$ cat config.mk
export PLATFORM = sky130hd
export DESIGN_NAME = bus_arbiter
export DESIGN_NICKNAME = d
export VERILOG_FILES = /design/src/rtl/pipes.sv /design/src/rtl/bus_arbiter.sv
export SDC_FILE = /design/constraint.sdc
export NUM_CORES = 1
export LEC_CHECK = 0
export CELL_PAD_IN_SITES_DETAIL_PLACEMENT = 2
export CELL_PAD_IN_SITES_GLOBAL_PLACEMENT = 2
export CORE_AREA = 2 2 208 210
export CTS_CLUSTER_DIAMETER = 50
export CTS_CLUSTER_SIZE = 24
export DETAILED_ROUTE_END_ITERATION = 8
export DIE_AREA = 0 0 210 212
export DONT_BUFFER_PORTS = 1
export GPL_ROUTABILITY_DRIVEN = 0
export PLACE_DENSITY_LB_ADDON = 0.1
export SETUP_SLACK_MARGIN = 0.02
export SLEW_MARGIN = 20
export SYNTH_ARGS = -nofsm -noshare
export SYNTH_HDL_FRONTEND = slang
export SYNTH_SLANG_ARGS = --single-unit
export TNS_END_PERCENT = 10
$ cat constraint.sdc
create_clock -name clk -period 9.45 [get_ports clk]
set_clock_uncertainty 0.2 [all_clocks]
set_input_delay 1.89 -clock clk [delete_from_list [all_inputs] [get_ports clk]]
set_output_delay 1.89 -clock clk [all_outputs]
set_load 0.005 [all_outputs]
$ cat src/rtl/pipes.sv
`default_nettype none
// ============================================================================
// Module      : pipes (package)
// Description : Shared pipeline memory types: access size encoding, bus
//               arbiter FSM states and the registered memory request record.
// Revision    : 1.0 - initial release
// ============================================================================
package pipes;

  // The registered request is sized for the widest supported bus; narrower
  // arbiter instances zero-extend into it and slice back out.
  localparam int c_MAX_ADDR_W = 64;
  localparam int c_MAX_DATA_W = 64;
  localparam int c_MAX_STRB_W = c_MAX_DATA_W / 8;

  typedef enum logic [1:0] {
    MSize_8bits  = 2'd0,
    MSize_16bits = 2'd1,
    MSize_32bits = 2'd2,
    MSize_64bits = 2'd3
  } MemSizeType;

  typedef enum logic [1:0] {
    IDLE    = 2'd0,
    GRANT_I = 2'd1,
    GRANT_D = 2'd2
  } arb_state_t;

  typedef struct packed {
    logic [c_MAX_ADDR_W-1:0] addr;
    logic                    write;
    MemSizeType              size;
    logic [c_MAX_STRB_W-1:0] strobe;
    logic [c_MAX_DATA_W-1:0] wdata;
  } mem_req_t;

endpackage

`default_nettype wire

$ cat src/rtl/bus_arbiter.sv
`default_nettype none
// ============================================================================
// Module      : bus_arbiter
// Description : Arbitrates the fetch and memory-stage requesters onto one
//               shared memory port. Memory stage wins by default; defining
//               BUS_ARB_RR_EN alternates between requesters when both are
//               pending. ADDR_W and DATA_W must not exceed 64.
// Revision    : 1.0 - initial release
// ============================================================================
module bus_arbiter
  import pipes::*;
#(
  parameter int ADDR_W = 64,
  parameter int DATA_W = 64
) (
  input  logic                clk,
  input  logic                reset,
  // fetch requester
  input  logic                ireq_valid,
  input  logic [ADDR_W-1:0]   ireq_addr,
  output logic                iresp_ready,
  output logic [DATA_W-1:0]   iresp_data,
  // memory-stage requester
  input  logic                dreq_valid,
  input  logic [ADDR_W-1:0]   dreq_addr,
  input  logic                dreq_write,
  input  MemSizeType          dreq_size,
  input  logic [DATA_W/8-1:0] dreq_strobe,
  input  logic [DATA_W-1:0]   dreq_wdata,
  output logic                dresp_ready,
  output logic [DATA_W-1:0]   dresp_data,
  // shared memory port
  output logic                mreq_valid,
  output logic [ADDR_W-1:0]   mreq_addr,
  output logic                mreq_write,
  output MemSizeType          mreq_size,
  output logic [DATA_W/8-1:0] mreq_strobe,
  output logic [DATA_W-1:0]   mreq_wdata,
  input  logic                mresp_ready,
  input  logic [DATA_W-1:0]   mresp_data
);

  arb_state_t r_state, w_state_nxt;
  mem_req_t   r_req, w_req_nxt;
  // Set once the owner withdraws its request; the response is then dropped
  // even if the owner re-raises valid before memory answers.
  logic       r_flush, w_flush_nxt;
  logic       w_pick_d;
  logic       w_owner_valid;
  logic       w_resp_ok;
  logic       w_grant;

`ifdef BUS_ARB_RR_EN
  // 1 = memory stage was granted last, 0 = fetch was granted last.
  logic       r_last_d, w_last_d_nxt;
`endif

  // Next-state, request capture and response qualification.
  always_comb begin
    w_state_nxt   = r_state;
    w_req_nxt     = r_req;
    w_flush_nxt   = r_flush;
    w_pick_d      = 1'b0;
    w_owner_valid = 1'b0;
    w_resp_ok     = 1'b0;
`ifdef BUS_ARB_RR_EN
    w_last_d_nxt  = r_last_d;
`endif
    case (r_state)
      IDLE: begin
`ifdef BUS_ARB_RR_EN
        w_pick_d = dreq_valid && !(ireq_valid && r_last_d);
`else
        w_pick_d = dreq_valid;
`endif
        w_flush_nxt = 1'b0;
        if (w_pick_d) begin
          w_state_nxt      = GRANT_D;
          w_req_nxt.addr   = c_MAX_ADDR_W'(dreq_addr);
          w_req_nxt.write  = dreq_write;
          w_req_nxt.size   = dreq_size;
          w_req_nxt.strobe = c_MAX_STRB_W'(dreq_strobe);
          w_req_nxt.wdata  = c_MAX_DATA_W'(dreq_wdata);
`ifdef BUS_ARB_RR_EN
          w_last_d_nxt     = 1'b1;
`endif
        end else if (ireq_valid) begin
          w_state_nxt      = GRANT_I;
          w_req_nxt.addr   = c_MAX_ADDR_W'(ireq_addr);
          w_req_nxt.write  = 1'b0;
          w_req_nxt.size   = MSize_64bits;
          w_req_nxt.strobe = '0;
          w_req_nxt.wdata  = '0;
`ifdef BUS_ARB_RR_EN
          w_last_d_nxt     = 1'b0;
`endif
        end
      end
      GRANT_I, GRANT_D: begin
        w_owner_valid = (r_state == GRANT_D) ? dreq_valid : ireq_valid;
        w_resp_ok     = mresp_ready && w_owner_valid && !r_flush;
        if (!w_owner_valid) begin
          w_flush_nxt = 1'b1;
        end
        if (mresp_ready) begin
          w_state_nxt = IDLE;
          w_flush_nxt = 1'b0;
        end
      end
      default: w_state_nxt = IDLE;
    endcase
  end

  // State and registered request; reset abandons any transaction in flight.
  always_ff @(posedge clk or posedge reset) begin
    if (reset) begin
      r_state  <= IDLE;
      r_req    <= '0;
      r_flush  <= 1'b0;
`ifdef BUS_ARB_RR_EN
      r_last_d <= 1'b0;
`endif
    end else begin
      r_state  <= w_state_nxt;
      r_req    <= w_req_nxt;
      r_flush  <= w_flush_nxt;
`ifdef BUS_ARB_RR_EN
      r_last_d <= w_last_d_nxt;
`endif
    end
  end

  // The memory port shows the captured request only while a grant is held.
  assign w_grant     = (r_state == GRANT_I) || (r_state == GRANT_D);
  assign mreq_valid  = w_grant;
  assign mreq_addr   = w_grant ? r_req.addr[ADDR_W-1:0]    : '0;
  assign mreq_write  = w_grant ? r_req.write               : 1'b0;
  assign mreq_size   = w_grant ? r_req.size                : MSize_8bits;
  assign mreq_strobe = w_grant ? r_req.strobe[DATA_W/8-1:0] : '0;
  assign mreq_wdata  = w_grant ? r_req.wdata[DATA_W-1:0]   : '0;

  // Only the current owner sees the response, and data is zero otherwise.
  assign iresp_ready = w_resp_ok && (r_state == GRANT_I);
  assign dresp_ready = w_resp_ok && (r_state == GRANT_D);
  assign iresp_data  = iresp_ready ? mresp_data : '0;
  assign dresp_data  = dresp_ready ? mresp_data : '0;

endmodule

`default_nettype wire

## Word-level counts from Yosys, hierarchy flattened

Index checks and enable logic that the tools add are counted.

| storage, ports and cells | value |
|---|---|
| bits in registers | 142 |
| output and inout bits | 270 |
| word-level logic and storage cells | 43 |

| operators by class | value |
|---|---|
| equality and inequality tests | 5 |
| muxes and demuxes | 18 |
| reductions and logical operators | 13 |

Operator list:

| kind | number |
|---|---|
| $mux 139 | 2 |
| $mux 64 | 4 |
| $mux 2 | 4 |
| $mux 8 | 1 |
| $ne 3x3->1 const B | 2 |
| $reduce_and 2->1 | 3 |
| $mux 1 | 5 |
| $logic_and 1x1->1 | 4 |
| $pmux 2 s2 | 1 |
| $reduce_bool 2->1 | 2 |
| $eq 2x1->1 const B | 1 |
| $eq 2x2->1 const B | 1 |
| $logic_not 2->1 | 1 |
| $ne 2x2->1 const B | 1 |
| $pmux 1 s2 | 1 |
| $reduce_or 2->1 | 1 |
| $logic_not 1->1 | 1 |
| $logic_or 1x1->1 | 1 |

## Longest topological paths before layout

Gate-level depths: netlist of run 1.

| logic depth | value |
|---|---|
| depth after elaboration | 7 |
| depth in mapped cells | 8 |
| depth with buffers taken out | 5 |

## Least setup slack after synthesis of run 1

OpenSTA, ideal clock, no wires.

| timing path | value |
|---|---|
| kind | input -> output |
| start | in dreq_valid |
| end | out iresp_data[10] |
| data arrival time | 2,709 ps |
| data required time | 7,360 ps |
| setup slack | 4,651 ps |
| stages | 6 |
| buffers on the path | 3 |
| cell sequence | buf_2 -> mux2i_1 -> nor2_1 -> buf_2 -> clkbuf_2 -> and2_1 |

| between the ends | value |
|---|---|
| longest elaborated chain between the ends | 6 |

Ends and longest elaborated chain:

| element | RTL line | text |
|---|---|---|
| start, declared | bus_arbiter.sv:24 | `input logic dreq_valid,` |
| $mux 1 | bus_arbiter.sv:100 | `w_owner_valid = (r_state == GRANT_D) ? dreq_valid : ireq_valid;` |
| $logic_and 1x1->1 (2 in a row) | bus_arbiter.sv:101 | `w_resp_ok = mresp_ready && w_owner_valid && !r_flush;` |
| $mux 1 | bus_arbiter.sv:69 | `case (r_state)` |
| $logic_and 1x1->1 | bus_arbiter.sv:143 | `assign iresp_ready = w_resp_ok && (r_state == GRANT_I);` |
| $mux 64 | bus_arbiter.sv:145 | `assign iresp_data = iresp_ready ? mresp_data : '0;` |
| end, declared | bus_arbiter.sv:22 | `output logic [DATA_W-1:0] iresp_data,` |

Every way passes these cells.

## Worst setup path after layout of run 1

| timing path | value |
|---|---|
| start | in dreq_valid |
| end | out dresp_data[37] |

| between the ends | value |
|---|---|
| longest elaborated chain between the ends | 6 |

Ends and longest elaborated chain:

| element | RTL line | text |
|---|---|---|
| $mux 1 | bus_arbiter.sv:100 |  |
| $logic_and 1x1->1 (2 in a row) | bus_arbiter.sv:101 |  |
| $mux 1 | bus_arbiter.sv:69 |  |
| $logic_and 1x1->1 | bus_arbiter.sv:144 | `assign dresp_ready = w_resp_ok && (r_state == GRANT_D);` |
| net dresp_ready | bus_arbiter.sv:30 | `output logic dresp_ready,` |
| $mux 64 | bus_arbiter.sv:146 | `assign dresp_data = dresp_ready ? mresp_data : '0;` |
| end, declared | bus_arbiter.sv:31 | `output logic [DATA_W-1:0] dresp_data,` |

The timed path passes the listed nets, and every way through them passes these cells.

==> impl_summary.txt, run 1 <==
----------------------------------------------------
[STA]
  Worst slew margin ... 41.6%
  Portion of the clock cycle consumed by the worst path in the final layout ... 51.5%
  Final critical-path required period ... 4870 ps
  Transition time of the tightest slew-check pin ... 876 ps
  Count of final hold-check violations ... 0
  Number of setup violations in the final report ... 0
  Unrepaired setup endpoints after global routing ... false
  Setup tns final ... 0 ps
  Fmax ... 205 MHz
  Pins over their slew limit ... 0

[GRT]
  Antenna violations before repair ... 2
  Maximum number of pins on one net before global-route repair ... 111
  Global-route wire length before repair ... 42,800 um
  Global-route track usage on met1 ... 12.9%
  Overall Global Routing Usage ... 13.2%
  Via count of the first global-routing pass ... 6,159
  Global Route met3 Usage ... 5.85%
  Global route hottest layer ... met2
  Met2 capacity usage during global routing ... 24.2%
  GRT Residual Overflow ... 0

[Logic synthesis]
  Synthesized cell area ... 7620 sq um
  Fraction of registers with async set or reset after synthesis ... 100%
  Number of different library cells in the post-synthesis netlist ... 24
  Avg Inst Size Synth ... 9.89 sq um
  Most numerous cell types in the synthesized netlist ... sky130_fd_sc_hd__and2_1 (268), sky130_fd_sc_hd__dfrtp_1 (142), sky130_fd_sc_hd__a22o_1 (73)
  Leading area contributor after synthesis ... sky130_fd_sc_hd__dfrtp_1
  Share of synthesized cell area in and, or, nand and nor gates ... 25.9%
  Count of flip-flops with a built-in enable after synthesis ... 0
  Compound-Gate Fraction of Synth Area ... 13.4%
  Post-synthesis share of cell area spent on xor and xnor gates ... 0%
  Main combinational cell family by area after synthesis ... simple AND/OR/NAND/NOR gates
  Warnings, synthesis ... 0
  Most used flip-flop cell after synthesis ... sky130_fd_sc_hd__dfrtp_1
  Post-synthesis share of cell area spent on full adders, half adders and majority gates ... 0.493%
  Synth Register Bits ... 142
  Share of the synthesized area in the top cell type ... 46.6%
  Seq/Total Area, Yosys ... 46.6%
  Proportion of synthesized area in mux cells ... 8.54%
  Top cells by area in the synthesized netlist ... sky130_fd_sc_hd__dfrtp_1 (47%), sky130_fd_sc_hd__and2_1 (22%), sky130_fd_sc_hd__mux2i_1 (8.5%)
  Gate count after technology mapping ... 770
  Most repeated cell in the gate-level netlist after synthesis ... sky130_fd_sc_hd__and2_1
  Net count after synthesis ... 1,045

[Setup path]
  Critical path data required time ... 7360 ps
  Sort of element at the start of the critical path ... primary input
  Data arrival time of the critical path ... 2780 ps
  Setup crit end kind ... primary output
  Crit-path max FO ... 71
  R2R Setup Slk ... 6880 ps
  Capture instance of the worst register-to-register path ... r_req[131]
  Beginning of the worst register-to-register path ... r_state[0]
  Number of cells traversed by the worst register-to-register path ... 6
  Classification of the worst setup path ... in -> out

[Power and ir drop]
  Switching Share ... 38.5%
  Gate power share ... 37.2%
  Power per unit of standard cell area ... 321 nW/um^2
  Share of power burned in the clock network ... 26.1%
  Maximum vdd ir drop ... 0.120 mV
  Static leakage power ... 3.87 nW
  Int Pwr ... 0.00172 W
  Power dissipated by switching net loads ... 0.00108 W
  Sequential share of power ... 36.7%

[Drt]
  Post-route antenna net violation count ... 0
  Number of iterations in the first detailed-routing pass ... 4
  Average wire length per cell after detail routing ... 23.5 um
  Number of DRC markers in iteration 0 ... 163
  DR vias ... 5,593
  Routed vias/inst ... 4.33
  DRC viols ... 0
  Routed Wire Length ... 30,400 um

[Min path]
  Worst hold path class ... reg -> reg
  Start point of the worst hold path ... r_req[120]
  Hold depth ... 2
  End point of the most critical hold path ... r_req[120]

[Die]
  Die X-Extent ... 210 um
  Number of rows created at floorplan ... 76
  Count of pins on the block boundary ... 542
  Die H ... 212 um
  Effective utilization at floorplan ... 17.9%
  Core ar. ... 42,500 sq um
  Die area ... 44,500 sq um

[Final layout]
  Area growth from synthesis to layout ... 14.4%
  Core Util, Final ... 20.5%
  Layout cell share with drive strength beyond 1 ... 5.94%
  Nets ... 1,005

[Clocking]
  Count of instances resized after the clock tree is built ... 0
  Number of buffers inserted for hold repair after clock tree synthesis ... 0
  Insertion delay of the later-clocked pin in the worst-skew pair ... 430 ps
  CTS H-tree depth ... 4
  Clock tree from TritonCTS ... done
  Clock-pin slew of the registers on the worst-case setup and hold paths ... 60 ps
  Buffer count from post-CTS setup fixing ... 0
  Cell chosen for the clock root ... sky130_fd_sc_hd__clkbuf_16
  Max clock buf depth ... 2
  Num CTS Buffers ... 17
  Clock Sink Count ... 142

[Placement]
  Post-DP HPWL ... 22,600 um
  Count of input and output buffers ... 0

[Job]
  Number of max-cap violations ... 0

[Status]
  Status ... finished clean

----------------------------------------------------
[final cells by class]
cell class	count	area (sq um)
Sequential cell	142	3550
Timing Repair Buffer	9	113
Clock inverter	10	163
Multi-Input combinational cell	556	3720
Inverter	4	20.0
Fill cell	4795	33800
Clock buffer	20	457
Antenna cell	5	12.5
Tap cell	546	683
[critical path, cell delays in order]
cell and delay (ps):
sky130_fd_sc_hd__nand4_1 120, sky130_fd_sc_hd__nor2_4 290, sky130_fd_sc_hd__buf_12 240, sky130_fd_sc_hd__and2_1 190
[power by group through the flow]
stage	Clock [W]	Sequential, W	Combinational (W)
after floorplan	0	0.000977	0.000801
after global placement	0	0.00102	0.00104
after detailed placement	0	0.00103	0.00107
after CTS	0.000764	0.00103	0.00107
after global routing	0.000789	0.00107	0.00119
final	0.000731	0.00103	0.00104
[flip-flops by register name, indices dropped and copies added, names as in the netlist]
register,flops
r_req,139
r_state,2
r_flush,1
[per-stage QoR]
stage / hold WS [ps] / cells / area [sq um] / setup WS, ps / total power, W
after global placement: 258 / 1254 / 8020 / 4290 / 0.00206
after global routing: 316 / 1291 / 8710 / 4460 / 0.00305
after CTS: 281 / 1284 / 8640 / 4160 / 0.00286
final: 271 / 1292 / 8720 / 4580 / 0.00280
after floorplan: 242 / 770 / 7620 / 3550 / 0.00178
after detailed placement: 267 / 1254 / 8020 / 4160 / 0.00210
[worst max path at each step]
stage | cells after the start | start | endpoint
floorplan | 1 | reset | r_flush
global placement | 3 | dreq_valid | dresp_data[14]
detailed placement | 3 | dreq_valid | dresp_data[43]
CTS | 3 | dreq_valid | dresp_data[43]
global route | 4 | dreq_valid | dresp_data[43]
finish | 4 | dreq_valid | dresp_data[37]
[cells in the final DEF (no fill, tap or decap), drive strengths merged]
| master | netlist | routed |
|---|---|---|
| o21a | 1 | 1 |
| clkinvlp | 0 | 2 |
| o22ai | 1 | 1 |
| dfrtp | 142 | 142 |
| inv | 4 | 5 |
| and2 | 268 | 268 |
| nor2 | 3 | 3 |
| nand4 | 1 | 1 |
| a22o | 73 | 73 |
| bufinv | 0 | 4 |
| buf | 34 | 9 |
| ha | 3 | 3 |
| nor2b | 3 | 3 |
| a21oi | 1 | 1 |
| o21ai | 66 | 66 |
| nand2 | 67 | 67 |
| diode | 0 | 5 |
| clkbuf | 34 | 20 |
| clkinv | 0 | 3 |
| o22a | 3 | 3 |
| mux2i | 65 | 65 |
| nand4b | 1 | 1 |
[metal layers]
layer  vias to the layer above  part of all wire [%]  routed length [um]
li1                       2485                     -                   -
met1                      2780                    35               10700
met2                       300                    54               16300
met3                        28                   9.1                2760
met4                         0                   2.1                 644
met5                         -                     0                   0
[kinds of logic after synthesis]
kind of cell    count (synthesis)
simple gates                  343
fa+ha+maj                       3
flops                         142
compound gates                145
mux                            65
buf+inv                        72
Note: power is estimated with default switching activity, not from simulation.
==> run 2: changes to the inputs <==
--- a/config.mk
+++ b/config.mk
@@ -7,11 +7,11 @@
 export LEC_CHECK = 0
 export CELL_PAD_IN_SITES_DETAIL_PLACEMENT = 2
 export CELL_PAD_IN_SITES_GLOBAL_PLACEMENT = 2
-export CORE_AREA = 2 2 208 210
+export CORE_AREA = 2 2 211 213
 export CTS_CLUSTER_DIAMETER = 50
 export CTS_CLUSTER_SIZE = 24
 export DETAILED_ROUTE_END_ITERATION = 8
-export DIE_AREA = 0 0 210 212
+export DIE_AREA = 0 0 213 215
 export DONT_BUFFER_PORTS = 1
 export GPL_ROUTABILITY_DRIVEN = 0
 export PLACE_DENSITY_LB_ADDON = 0.1
==> constraint.sdc (replaced) <==
create_clock -name clk -period 4.64 [get_ports clk]
set_clock_uncertainty 0.2 [all_clocks]
set_input_delay 0.928 -clock clk [delete_from_list [all_inputs] [get_ports clk]]
set_output_delay 0.928 -clock clk [all_outputs]
set_load 0.005 [all_outputs]
==> impl_summary.txt, run 2 (same netlist as run 1, synthesis figures left out) <==
----------------------------------------------------
[Clocking]
  Clock Sink Count ... 142 (unchanged)
  Count of instances resized after the clock tree is built ... 0 (unchanged)
  CTS H-tree depth ... 4 (unchanged)
  Num CTS Buffers ... 17 (unchanged)
  Cell chosen for the clock root ... sky130_fd_sc_hd__clkbuf_16
  Buffer count from post-CTS setup fixing ... 0 (unchanged)
  Insertion delay of the later-clocked pin in the worst-skew pair ... 440 ps (about the same)
  Number of buffers inserted for hold repair after clock tree synthesis ... 0 (unchanged)
  Clock-pin slew of the registers on the worst-case setup and hold paths ... 60 ps (about the same)
  Max clock buf depth ... 2 (unchanged)
  Clock tree from TritonCTS ... done

[Power and ir drop]
  Sequential share of power ... 37.3% (+0.6 points)
  Int Pwr ... 0.00340 W (+97%)
  Switching Share ... 39.2% (+0.69 points)
  Power per unit of standard cell area ... 640 nW/um^2 (+99%)
  Power dissipated by switching net loads ... 0.00219 W (+100%)
  Gate power share ... 37.4% (+0.2 points)
  Maximum vdd ir drop ... 0.365 mV (+200%)
  Static leakage power ... 3.84 nW (-0.82%)
  Share of power burned in the clock network ... 25.3% (-0.8 points)

[GRT]
  GRT Residual Overflow ... 0 (unchanged)
  Maximum number of pins on one net before global-route repair ... 202 (+82%)
  Antenna violations before repair ... 10 (+8)
  Global-route wire length before repair ... 45,400 um (+6.2%)
  Via count of the first global-routing pass ... 6,243 (+1.4%)
  Overall Global Routing Usage ... 14.0% (+0.87 points)

[Die]
  Count of pins on the block boundary ... 542 (unchanged)
  Die X-Extent ... 213 um (+1.4%)
  Die area ... 45,800 sq um (+2.9%)
  Effective utilization at floorplan ... 17.5% (-0.47 points)
  Number of rows created at floorplan ... 77 (+1.3%)
  Die H ... 215 um (+1.4%)
  Core ar. ... 43,600 sq um (+2.7%)

[Placement]
  Post-DP HPWL ... 25,000 um (+11%)
  Count of input and output buffers ... 0 (unchanged)

[Min path]
  Worst hold path class ... reg -> reg
  End point of the most critical hold path ... r_req[97]
  Start point of the worst hold path ... r_req[97]
  Hold depth ... 2 (unchanged)

[Drt]
  Number of DRC markers in iteration 0 ... 198 (+21%)
  DR vias ... 5,671 (+1.4%)
  Average wire length per cell after detail routing ... 24.5 um (+4.3%)
  Number of iterations in the first detailed-routing pass ... 4 (unchanged)
  Post-route antenna net violation count ... 0 (unchanged)
  Routed Wire Length ... 32,900 um (+8.4%)
  DRC viols ... 0 (unchanged)
  Routed vias/inst ... 4.23 (-2.4%)

[STA]
  Unrepaired setup endpoints after global routing ... false
  Transition time of the tightest slew-check pin ... 1060 ps (+187 ps)
  Fmax ... 249 MHz
  Number of setup violations in the final report ... 0 (unchanged)
  Pins over their slew limit ... 0 (unchanged)
  Worst slew margin ... 29.0% (-13 points)
  Final critical-path required period ... 4010 ps
  Count of final hold-check violations ... 0 (unchanged)
  Worst hold margin ... 267 ps (-3.66 ps)
  Setup tns final ... 0 ps (unchanged)
  Portion of the clock cycle consumed by the worst path in the final layout ... 86.5%

[Setup path]
  Data arrival time of the critical path ... 2890 ps (+110 ps)
  Setup crit end kind ... primary output
  Capture instance of the worst register-to-register path ... r_state[0]
  Number of cells traversed by the worst register-to-register path ... 6 (unchanged)
  Crit-path max FO ... 65 (-8.5%)
  R2R Setup Slk ... 1770 ps (-5110 ps)
  Critical path data required time ... 3510 ps (-3850 ps)
  Classification of the worst setup path ... reg -> out
  Sort of element at the start of the critical path ... register
  Beginning of the worst register-to-register path ... r_state[0]

[Status]
  Status ... finished clean

[Final layout]
  Most frequent standard cell in the layout excluding fill and tap cells ... sky130_fd_sc_hd__and2_1
  Largest registers ... r_req x139, r_state x2, r_flush x1
  Area growth from synthesis to layout ... 14.5% (about the same)
  Leading cell types in the layout, fill and taps excluded ... sky130_fd_sc_hd__and2_1 (267), sky130_fd_sc_hd__dfrtp_1 (142), sky130_fd_sc_hd__a22o_1 (73)
  Top register by number of flip-flops ... r_req
  Filler cell count ... 4,948 (+3.2%)
  Flip-flop count of the largest register after layout ... 139 (unchanged)
  Nets ... 1,002 (-0.30%)
  Layout cell share with drive strength beyond 1 ... 5.68% (-0.25 points)

[Job]
  Number of max-cap violations ... 0 (unchanged)

----------------------------------------------------
## run 2: changes by cell type in the layout (fill, tap and decap cells not counted)
cell                         previous run  this run
sky130_fd_sc_hd__buf_16                 1         0
sky130_fd_sc_hd__buf_4                  6         4
sky130_fd_sc_hd__bufinv_16              4         2
sky130_fd_sc_hd__clkbuf_8               2         4
sky130_fd_sc_hd__clkinv_2               2         3
sky130_fd_sc_hd__clkinv_4               1         0
sky130_fd_sc_hd__clkinvlp_4             2         3
sky130_fd_sc_hd__diode_2                5        11
## run 2: worst max-delay path, cell delays in order, from the launching register on
cell                       delay, ps
sky130_fd_sc_hd__dfrtp_1         390
sky130_fd_sc_hd__inv_1           100
sky130_fd_sc_hd__ha_4            580
sky130_fd_sc_hd__nand4b_1        220
sky130_fd_sc_hd__nor2_4          830
sky130_fd_sc_hd__and2_1          280
## run 2: routing by layer
metal	vias to the layer above	wire length (um)	share of wire [%]	track usage, %
li1	2486	-	-	-
met1	2848	11000	33	13.1
met2	300	18200	55	27.3
met3	37	2880	8.8	5.07
met4	0	816	2.5	5.20
met5	-	0	0	0
## run 2: power groups by stage
| stage | Clock, W | Combinational (W) | Sequential (W) |
|---|---|---|---|
| 6_report | 0.00141 | 0.00209 | 0.00208 |
| 5_1_grt | 0.00153 | 0.00237 | 0.00217 |
| 4_1_cts | 0.00148 | 0.00219 | 0.00209 |
| 3_5_place_dp | 0 | 0.00219 | 0.00210 |
| 3_3_place_gp | 0 | 0.00215 | 0.00208 |
| 2_1_floorplan | 0 | 0.00163 | 0.00199 |
## run 2: layout make-up
cell class | instances | area (sq um) | share of cell area [%]
clock buffer | 22 | 484 | 5.55
clock inverter | 9 | 108 | 1.23
multi-input combinational | 556 | 3720 | 42.6
sequential | 142 | 3550 | 40.8
antenna | 11 | 27.5 | 0.316
tap | 592 | 741 | 8.50
inverter | 4 | 18.8 | 0.215
timing repair buffer | 6 | 70.1 | 0.804
## run 2: how the worst max path moves through the flow
stage          depth (start not counted)  slack (ps)  startpoint              to
2_1_floorplan                          1        1730       reset         r_flush
6_report                               5         630  r_state[0]  iresp_data[20]
5_1_grt                                6         350  r_state[0]  dresp_data[16]
3_3_place_gp                           6        1200  r_state[0]  dresp_data[16]
4_1_cts                                5         530  r_state[0]  iresp_data[17]
3_5_place_dp                           5        1030  r_state[0]  iresp_data[17]
## run 2: through the flow
step	setup slack, ps	util, %	power [W]	area [sq um]	std cells
3_3_place_gp	1200	18.6	0.00423	8100	1300
3_5_place_dp	1030	18.6	0.00429	8100	1300
5_1_grt	352	20.0	0.00607	8720	1341
2_1_floorplan	1730	-	0.00362	7620	770
4_1_cts	525	19.9	0.00576	8690	1331
6_report	626	20.0	0.00558	8720	1342
